### src/rtl/uart_pkg.sv
// uart_pkg: shared definitions for the UART transmitter and its matching receiver.
// Contents: frame state encoding, data-bit count, default baud divider,
// even-parity helper.
package uart_pkg;

    localparam int UART_DATA_BITS            = 8;
    localparam int UART_CLKS_PER_BIT_DEFAULT = 434;   // 50 MHz / 115200
    localparam int UART_BAUD_CNT_W           = 16;

    typedef enum logic [2:0] {
        ST_IDLE   = 3'd0,
        ST_START  = 3'd1,
        ST_DATA   = 3'd2,
        ST_PARITY = 3'd3,
        ST_STOP   = 3'd4
    } uart_state_t;

    // Even parity bit: makes the total number of ones (data + parity) even.
    function automatic logic uart_even_parity(input logic [UART_DATA_BITS-1:0] d);
        return ^d;
    endfunction

endpackage

### src/rtl/uart_tx_serializer_if.sv
// uart_tx_serializer_if: transmit handshake between the byte source (wrapper)
// and the serializer.
//   txd_start  request to send tx_data (master -> slave)
//   tx_data    byte to send            (master -> slave)
//   txd_busy   frame in progress       (slave -> master)
//   tx_done    one-cycle end-of-frame  (slave -> master)
interface uart_tx_serializer_if;
    import uart_pkg::*;

    logic                      txd_start;
    logic [UART_DATA_BITS-1:0] tx_data;
    logic                      txd_busy;
    logic                      tx_done;

    modport master (output txd_start, output tx_data, input txd_busy, input tx_done);
    modport slave  (input txd_start, input tx_data, output txd_busy, output tx_done);

endinterface

### src/rtl/baud_tick_gen.sv
// baud_tick_gen: bit-period counter counting 0..CLKS_PER_BIT-1 with a
// synchronous clear. tick is high during the terminal-count cycle, and the
// counter wraps to 0 on that edge.
// Ports:
//   clk    system clock
//   rst    synchronous reset, active-high
//   clear  hold the counter at 0
//   tick   terminal count reached (bit boundary on the next edge)
module baud_tick_gen
    import uart_pkg::*;
#(
    parameter int CLKS_PER_BIT = UART_CLKS_PER_BIT_DEFAULT,
    parameter int CNT_W        = UART_BAUD_CNT_W
) (
    input  logic clk,
    input  logic rst,
    input  logic clear,
    output logic tick
);

    localparam logic [CNT_W-1:0] TERMINAL = CNT_W'(CLKS_PER_BIT - 1);

    logic [CNT_W-1:0] count;

    assign tick = (count == TERMINAL);

    always_ff @(posedge clk) begin
        if (rst || clear) begin
            count <= '0;
        end else if (tick) begin
            count <= '0;
        end else begin
            count <= count + 1'b1;
        end
    end

endmodule

### src/rtl/uart_tx_serializer.sv
// uart_tx_serializer: sends one byte per accepted txd_start as an 8N1 frame,
// LSB first, on the registered line txd. Define UART_TX_PARITY_EN for 8E1
// (an even parity bit after data bit 7).
// Ports:
//   clk    system clock
//   rst    synchronous reset, active-high
//   tx_if  slave side of the transmit handshake (txd_start, tx_data in;
//          txd_busy, tx_done out)
//   txd    serial line, idle high
//
// state     | meaning
// ----------+-------------------------------------------------
// ST_IDLE   | line high, waiting for txd_start
// ST_START  | start bit (0)
// ST_DATA   | data bits, shift[0] on the line, LSB first
// ST_PARITY | even parity bit (only with UART_TX_PARITY_EN)
// ST_STOP   | stop bit (1); busy drops and tx_done pulses at its end
module uart_tx_serializer
    import uart_pkg::*;
#(
    parameter int CLKS_PER_BIT = UART_CLKS_PER_BIT_DEFAULT
) (
    input  logic                 clk,
    input  logic                 rst,
    uart_tx_serializer_if.slave  tx_if,
    output logic                 txd
);

`ifdef UART_TX_PARITY_EN
    localparam int IDX_W = 4;
`else
    localparam int IDX_W = 3;
`endif
    localparam logic [IDX_W-1:0] LAST_IDX = IDX_W'(UART_DATA_BITS - 1);

    uart_state_t               state_q, state_d;
    logic [UART_DATA_BITS-1:0] shift_q, shift_d;
    logic [IDX_W-1:0]          idx_q, idx_d;
    logic                      txd_q, txd_d;
    logic                      busy_q, busy_d;
    logic                      done_q, done_d;
    logic                      tick;
`ifdef UART_TX_PARITY_EN
    logic                      parity_q, parity_d;
`endif

    // Counter is held at 0 while idle, so acceptance always starts a full bit.
    baud_tick_gen #(
        .CLKS_PER_BIT (CLKS_PER_BIT),
        .CNT_W        (UART_BAUD_CNT_W)
    ) u_baud (
        .clk   (clk),
        .rst   (rst),
        .clear (state_q == ST_IDLE),
        .tick  (tick)
    );

    always_ff @(posedge clk) begin
        if (rst) begin
            state_q  <= ST_IDLE;
            shift_q  <= '0;
            idx_q    <= '0;
            txd_q    <= 1'b1;
            busy_q   <= 1'b0;
            done_q   <= 1'b0;
`ifdef UART_TX_PARITY_EN
            parity_q <= 1'b0;
`endif
        end else begin
            state_q  <= state_d;
            shift_q  <= shift_d;
            idx_q    <= idx_d;
            txd_q    <= txd_d;
            busy_q   <= busy_d;
            done_q   <= done_d;
`ifdef UART_TX_PARITY_EN
            parity_q <= parity_d;
`endif
        end
    end

    // Outputs are computed one edge early so txd/busy/done come straight
    // from flops: the line value for the next bit is loaded at each boundary.
    always_comb begin
        state_d  = state_q;
        shift_d  = shift_q;
        idx_d    = idx_q;
        txd_d    = txd_q;
        busy_d   = busy_q;
        done_d   = 1'b0;
`ifdef UART_TX_PARITY_EN
        parity_d = parity_q;
`endif

        case (state_q)
            ST_IDLE: begin
                txd_d = 1'b1;
                if (tx_if.txd_start) begin
                    shift_d = tx_if.tx_data;
                    idx_d   = '0;
                    busy_d  = 1'b1;
                    txd_d   = 1'b0;
                    state_d = ST_START;
`ifdef UART_TX_PARITY_EN
                    parity_d = uart_even_parity(tx_if.tx_data);
`endif
                end
            end

            ST_START: begin
                if (tick) begin
                    idx_d   = '0;
                    txd_d   = shift_q[0];
                    state_d = ST_DATA;
                end
            end

            ST_DATA: begin
                if (tick) begin
                    shift_d = shift_q >> 1;
                    idx_d   = idx_q + 1'b1;
                    if (idx_q == LAST_IDX) begin
`ifdef UART_TX_PARITY_EN
                        txd_d   = parity_q;
                        state_d = ST_PARITY;
`else
                        txd_d   = 1'b1;
                        state_d = ST_STOP;
`endif
                    end else begin
                        txd_d = shift_q[1];
                    end
                end
            end

            ST_PARITY: begin
                if (tick) begin
                    txd_d   = 1'b1;
                    state_d = ST_STOP;
                end
            end

            ST_STOP: begin
                if (tick) begin
                    txd_d   = 1'b1;
                    busy_d  = 1'b0;
                    done_d  = 1'b1;
                    state_d = ST_IDLE;
                end
            end

            default: begin
                txd_d   = 1'b1;
                busy_d  = 1'b0;
                state_d = ST_IDLE;
            end
        endcase
    end

    assign txd            = txd_q;
    assign tx_if.txd_busy = busy_q;
    assign tx_if.tx_done  = done_q;

endmodule

### src/flat_wrapper.sv
// flat-port wrapper written by rule: the top's interface ports become plain ports
module uart_tx_serializer_flat import uart_pkg::*;
#(
    parameter int CLKS_PER_BIT = UART_CLKS_PER_BIT_DEFAULT
)
  (clk, rst, txd, tx_if_txd_start, tx_if_tx_data, tx_if_txd_busy, tx_if_tx_done);
  uart_tx_serializer_if tx_if_i ();
  input  logic clk;
  input  logic rst;
  output logic txd;
  input wire logic [$bits(tx_if_i.txd_start)-1:0] tx_if_txd_start;
  input wire logic [$bits(tx_if_i.tx_data)-1:0] tx_if_tx_data;
  output wire logic [$bits(tx_if_i.txd_busy)-1:0] tx_if_txd_busy;
  output wire logic [$bits(tx_if_i.tx_done)-1:0] tx_if_tx_done;
  assign tx_if_i.txd_start = tx_if_txd_start;
  assign tx_if_i.tx_data = tx_if_tx_data;
  assign tx_if_txd_busy = tx_if_i.txd_busy;
  assign tx_if_tx_done = tx_if_i.tx_done;
  uart_tx_serializer #(.CLKS_PER_BIT(CLKS_PER_BIT)) u_core (.clk(clk), .rst(rst), .tx_if(tx_if_i), .txd(txd));
endmodule
### config.mk
export PLATFORM = sky130hd
export DESIGN_NAME = uart_tx_serializer_flat
export DESIGN_NICKNAME = d
export VERILOG_FILES = /design/src/rtl/uart_pkg.sv /design/src/rtl/uart_tx_serializer_if.sv /design/src/rtl/baud_tick_gen.sv /design/src/rtl/uart_tx_serializer.sv /design/src/flat_wrapper.sv
export SDC_FILE = /design/constraint.sdc
export NUM_CORES = 1
export LEC_CHECK = 0
export CORE_MARGIN = 2
export CORE_UTILIZATION = 39
export DETAILED_ROUTE_END_ITERATION = 10
export GPL_TIMING_DRIVEN = 0
export RECOVER_POWER = 25
export SLEW_MARGIN = 20
export SYNTH_ARGS = -nofsm -noshare
export SYNTH_HDL_FRONTEND = slang
export SYNTH_HIERARCHICAL = 1
export SYNTH_SLANG_ARGS = --single-unit
export TNS_END_PERCENT = 100
### constraint.sdc
create_clock -name clk -period 2 [get_ports clk]
set_clock_uncertainty 0.05 [all_clocks]
set_input_delay 0.4 -clock clk [delete_from_list [all_inputs] [get_ports clk]]
set_output_delay 0.4 -clock clk [all_outputs]
set_load 0.02 [all_outputs]
==> run metrics <==
kind of critical path reg -> reg; Synth Instances between 150 and 200; total power approximately 0.0014 W; Syn Std Cell Area ~1700 um^2; clock root buffer clkbuf_8; dpl hpwl 2.53 mm; clock sinks 33; area delta synth->final 25.3%; # fillers between 300 and 400; total CTS buffers 5; vias per cell between 5 and 6; Die W roughly 70 um; Final Setup Violations 0; slew margin rel. 65.4%; status completed; Avg Cell Area, Syn 8.90 um^2; Register Area roughly 670 um^2; largest net degree at the start of global routing 11; die height about 69 um; CTS clk-pin slew, worst paths approximately 0.07 ns; area taken by multi-input logic gates about 950 um^2; gpl congestion about 0.77; Min-Delay Startpoint u_core/u_baud/count[0]; area of the core 4060 um^2; vias in the first global route approximately 1,400; post-synth top area share 39.7%; Final Critical Period approximately 2 ns; final slew viol count 0; initial core utilization around two fifths; total wire length between 3 and 4 mm; CP arrival ~2.2 ns; ys async rst share 0%; antenna viol nets, final 0; # diodes 0; ys flop type dfxtp_1; drt drc 0; largest area contributor in the netlist dfxtp_1; Yosys reg bits 33; P per Cell Area ~660 nW/um^2; syn nets roughly 200; CTS tree built; detailed-router iteration count before antenna repair 4; CTS max path bufs 2; share of layout cells above drive strength 1 around a fifth; H-tree depth 2; critical path startpoint category flop; unrepaired setup endpoints after global routing true; Routed WL per cell roughly 14 um; final worst path period share between 90% and 100%; via count between 1,000 and 1,500; I/O pins 14; row count 23; GRT overflow 0; RR Startpoint u_core/u_baud/count[6]; worst-margin pin slew between 0.5 and 0.6 ns; Unique masters post-synth 45; YS warnings 6; critical path launch point u_core/u_baud/count[6]; LEAKAGE 0.731 nW; crit-path max FO 8; Peak VDD IR between 0.4 and 0.5 mV; Nets 229; fmax 501 MHz; endpoints failing hold 0; number of synthesized flops with an enable pin 0; Die Area about 4800 um^2; top cells by area, synth dfxtp_1 (40%), xnor2_1 (5.3%), nor2_1 (4.7%), a21oi_1 (3.6%), nand3_1 (3.3%); kind of end point of the critical path flop; clk_lat worst skew around 0.27 ns; drt initial violations 66; GRT Overall Usage between 15 and 20%; first-pass GRT wire length 6.40 mm; input/output buffers 13; worst min path class reg -> reg; sequential area share after synthesis between 30 and 40%; CP required between 2 and 2.5 ns; antenna violations before repair 0; tightest hold margin approximately 0.45 ns; post-cts hold buffer count 0; Max Cap Viol 0
-- per-stage QoR --
stage	utilization, %	setup WS (ns)	TNS (ns)	instance area, um^2	instances
after floorplan	-	0.0231	0	1660	187
after global placement	45.8	-0.221	-2.12	1860	250
after detailed placement	45.8	-0.267	-2.60	1860	250
after CTS	49.4	0.00434	0	2000	260
after global routing	51.4	-0.0616	-0.316	2080	265
final	51.4	0.00590	0	2080	265
-- routing by layer --
metal  routed length, um  vias to the layer above  GRT usage, %
li1                    -                      738             -
met1                1870                      701          22.3
met2                1800                       11          24.5
met3                  87                        2          3.63
met4                  24                        0          5.88
met5                   0                        -             0
-- power by group --
group | internal [W] | total, W | switching [W]
clock network | 0.000311 | 0.000541 | 0.000230
registers | 0.000675 | 0.000688 | 0.0000126
logic | 0.0000663 | 0.000137 | 0.0000707
-- timing repair --
action,CTS,global route
endpoints found under the hold margin,0,0
gates resized for setup,8,10
gates cloned,0,0
setup endpoints to repair,13,24
pin swaps,5,13
setup buffers,2,5
-- cell families (layout without fill, tap and decap cells) --
logic type | count (synthesis) | after routing | synth area share [%]
compound gates | 33 | 33 | 14.2
xor+xnor | 14 | 14 | 7.37
fa+ha+maj | 4 | 4 | 3.01
buf+inv | 18 | 46 | 6.09
flops | 33 | 33 | 39.7
mux | 4 | 4 | 2.48
simple gates | 81 | 81 | 27.1
-- layout by cell type (no fill, tap or decap), types with 2 or more instances in the layout --
cell type / instances
a21oi_1: 12
a311oi_1: 3
a311oi_2: 3
buf_2: 4
buf_4: 10
buf_6: 3
clkbuf_8: 7
clkdlybuf4s50_1: 10
dfxtp_1: 30
dfxtp_2: 2
dlygate4sd3_1: 3
ha_1: 4
inv_1: 5
mux2i_1: 2
nand2_1: 12
nand3_1: 11
nand4_1: 6
nor2_1: 21
nor2_4: 2
nor3_1: 7
nor4_1: 6
o2111ai_1: 3
o211ai_1: 2
o21ai_0: 3
or3b_1: 3
xnor2_1: 10
xor2_1: 4
-- state kept, by name, summed over array words and instances (netlist names) --
| signal | flops |
|---|---|
| u_core/u_baud/count | 16 |
| u_core/shift_q | 8 |
| u_core/idx_q | 3 |
| u_core/state_q | 3 |
| u_core/tx_if.tx_done | 1 |
| u_core/tx_if.txd_busy | 1 |
| u_core/txd | 1 |
-- worst paths after layout --
check,slack (ns),end,cells after the start
setup reg to reg,0.006,u_core/state_q[2],6
hold reg to reg,0.45,u_core/u_baud/count[0],1
setup / recovery,0.006,u_core/state_q[2],6
hold / removal,0.45,u_core/u_baud/count[0],1
-- Yosys cell counts (2+ instances only) --
master     count
dfxtp_1       33
nor2_1        21
a21oi_1       12
nand2_1       12
nand3_1       11
xnor2_1       10
nor3_1         8
a311oi_1       6
buf_2          6
nand4_1        6
nor4_1         6
inv_1          5
ha_1           4
xor2_1         4
buf_4          3
mux2i_1        3
o2111ai_1      3
o21ai_0        3
or3b_1         3
buf_6          2
o211ai_1       2
-- cell type report --
| cell class | count | share of cell area (%) |
|---|---|---|
| Multi-Input combinational cell | 136 | 45.7 |
| Tap cell | 50 | 3.00 |
| Clock inverter | 1 | 0.240 |
| Sequential cell | 33 | 32.0 |
| Clock buffer | 7 | 4.62 |
| Buffer | 13 | 4.74 |
| Timing Repair Buffer | 20 | 8.76 |
| Inverter | 5 | 0.900 |
-- critical path: stages (launching register included) --
cell and delay [ns]:
dfxtp_4 0.36, or4b_4 0.56, nor3_4 0.22, buf_6 0.16
o21ai_1 0.08, or3b_1 0.35, a21oi_1 0.14
Power figures use the tool's default switching activity.
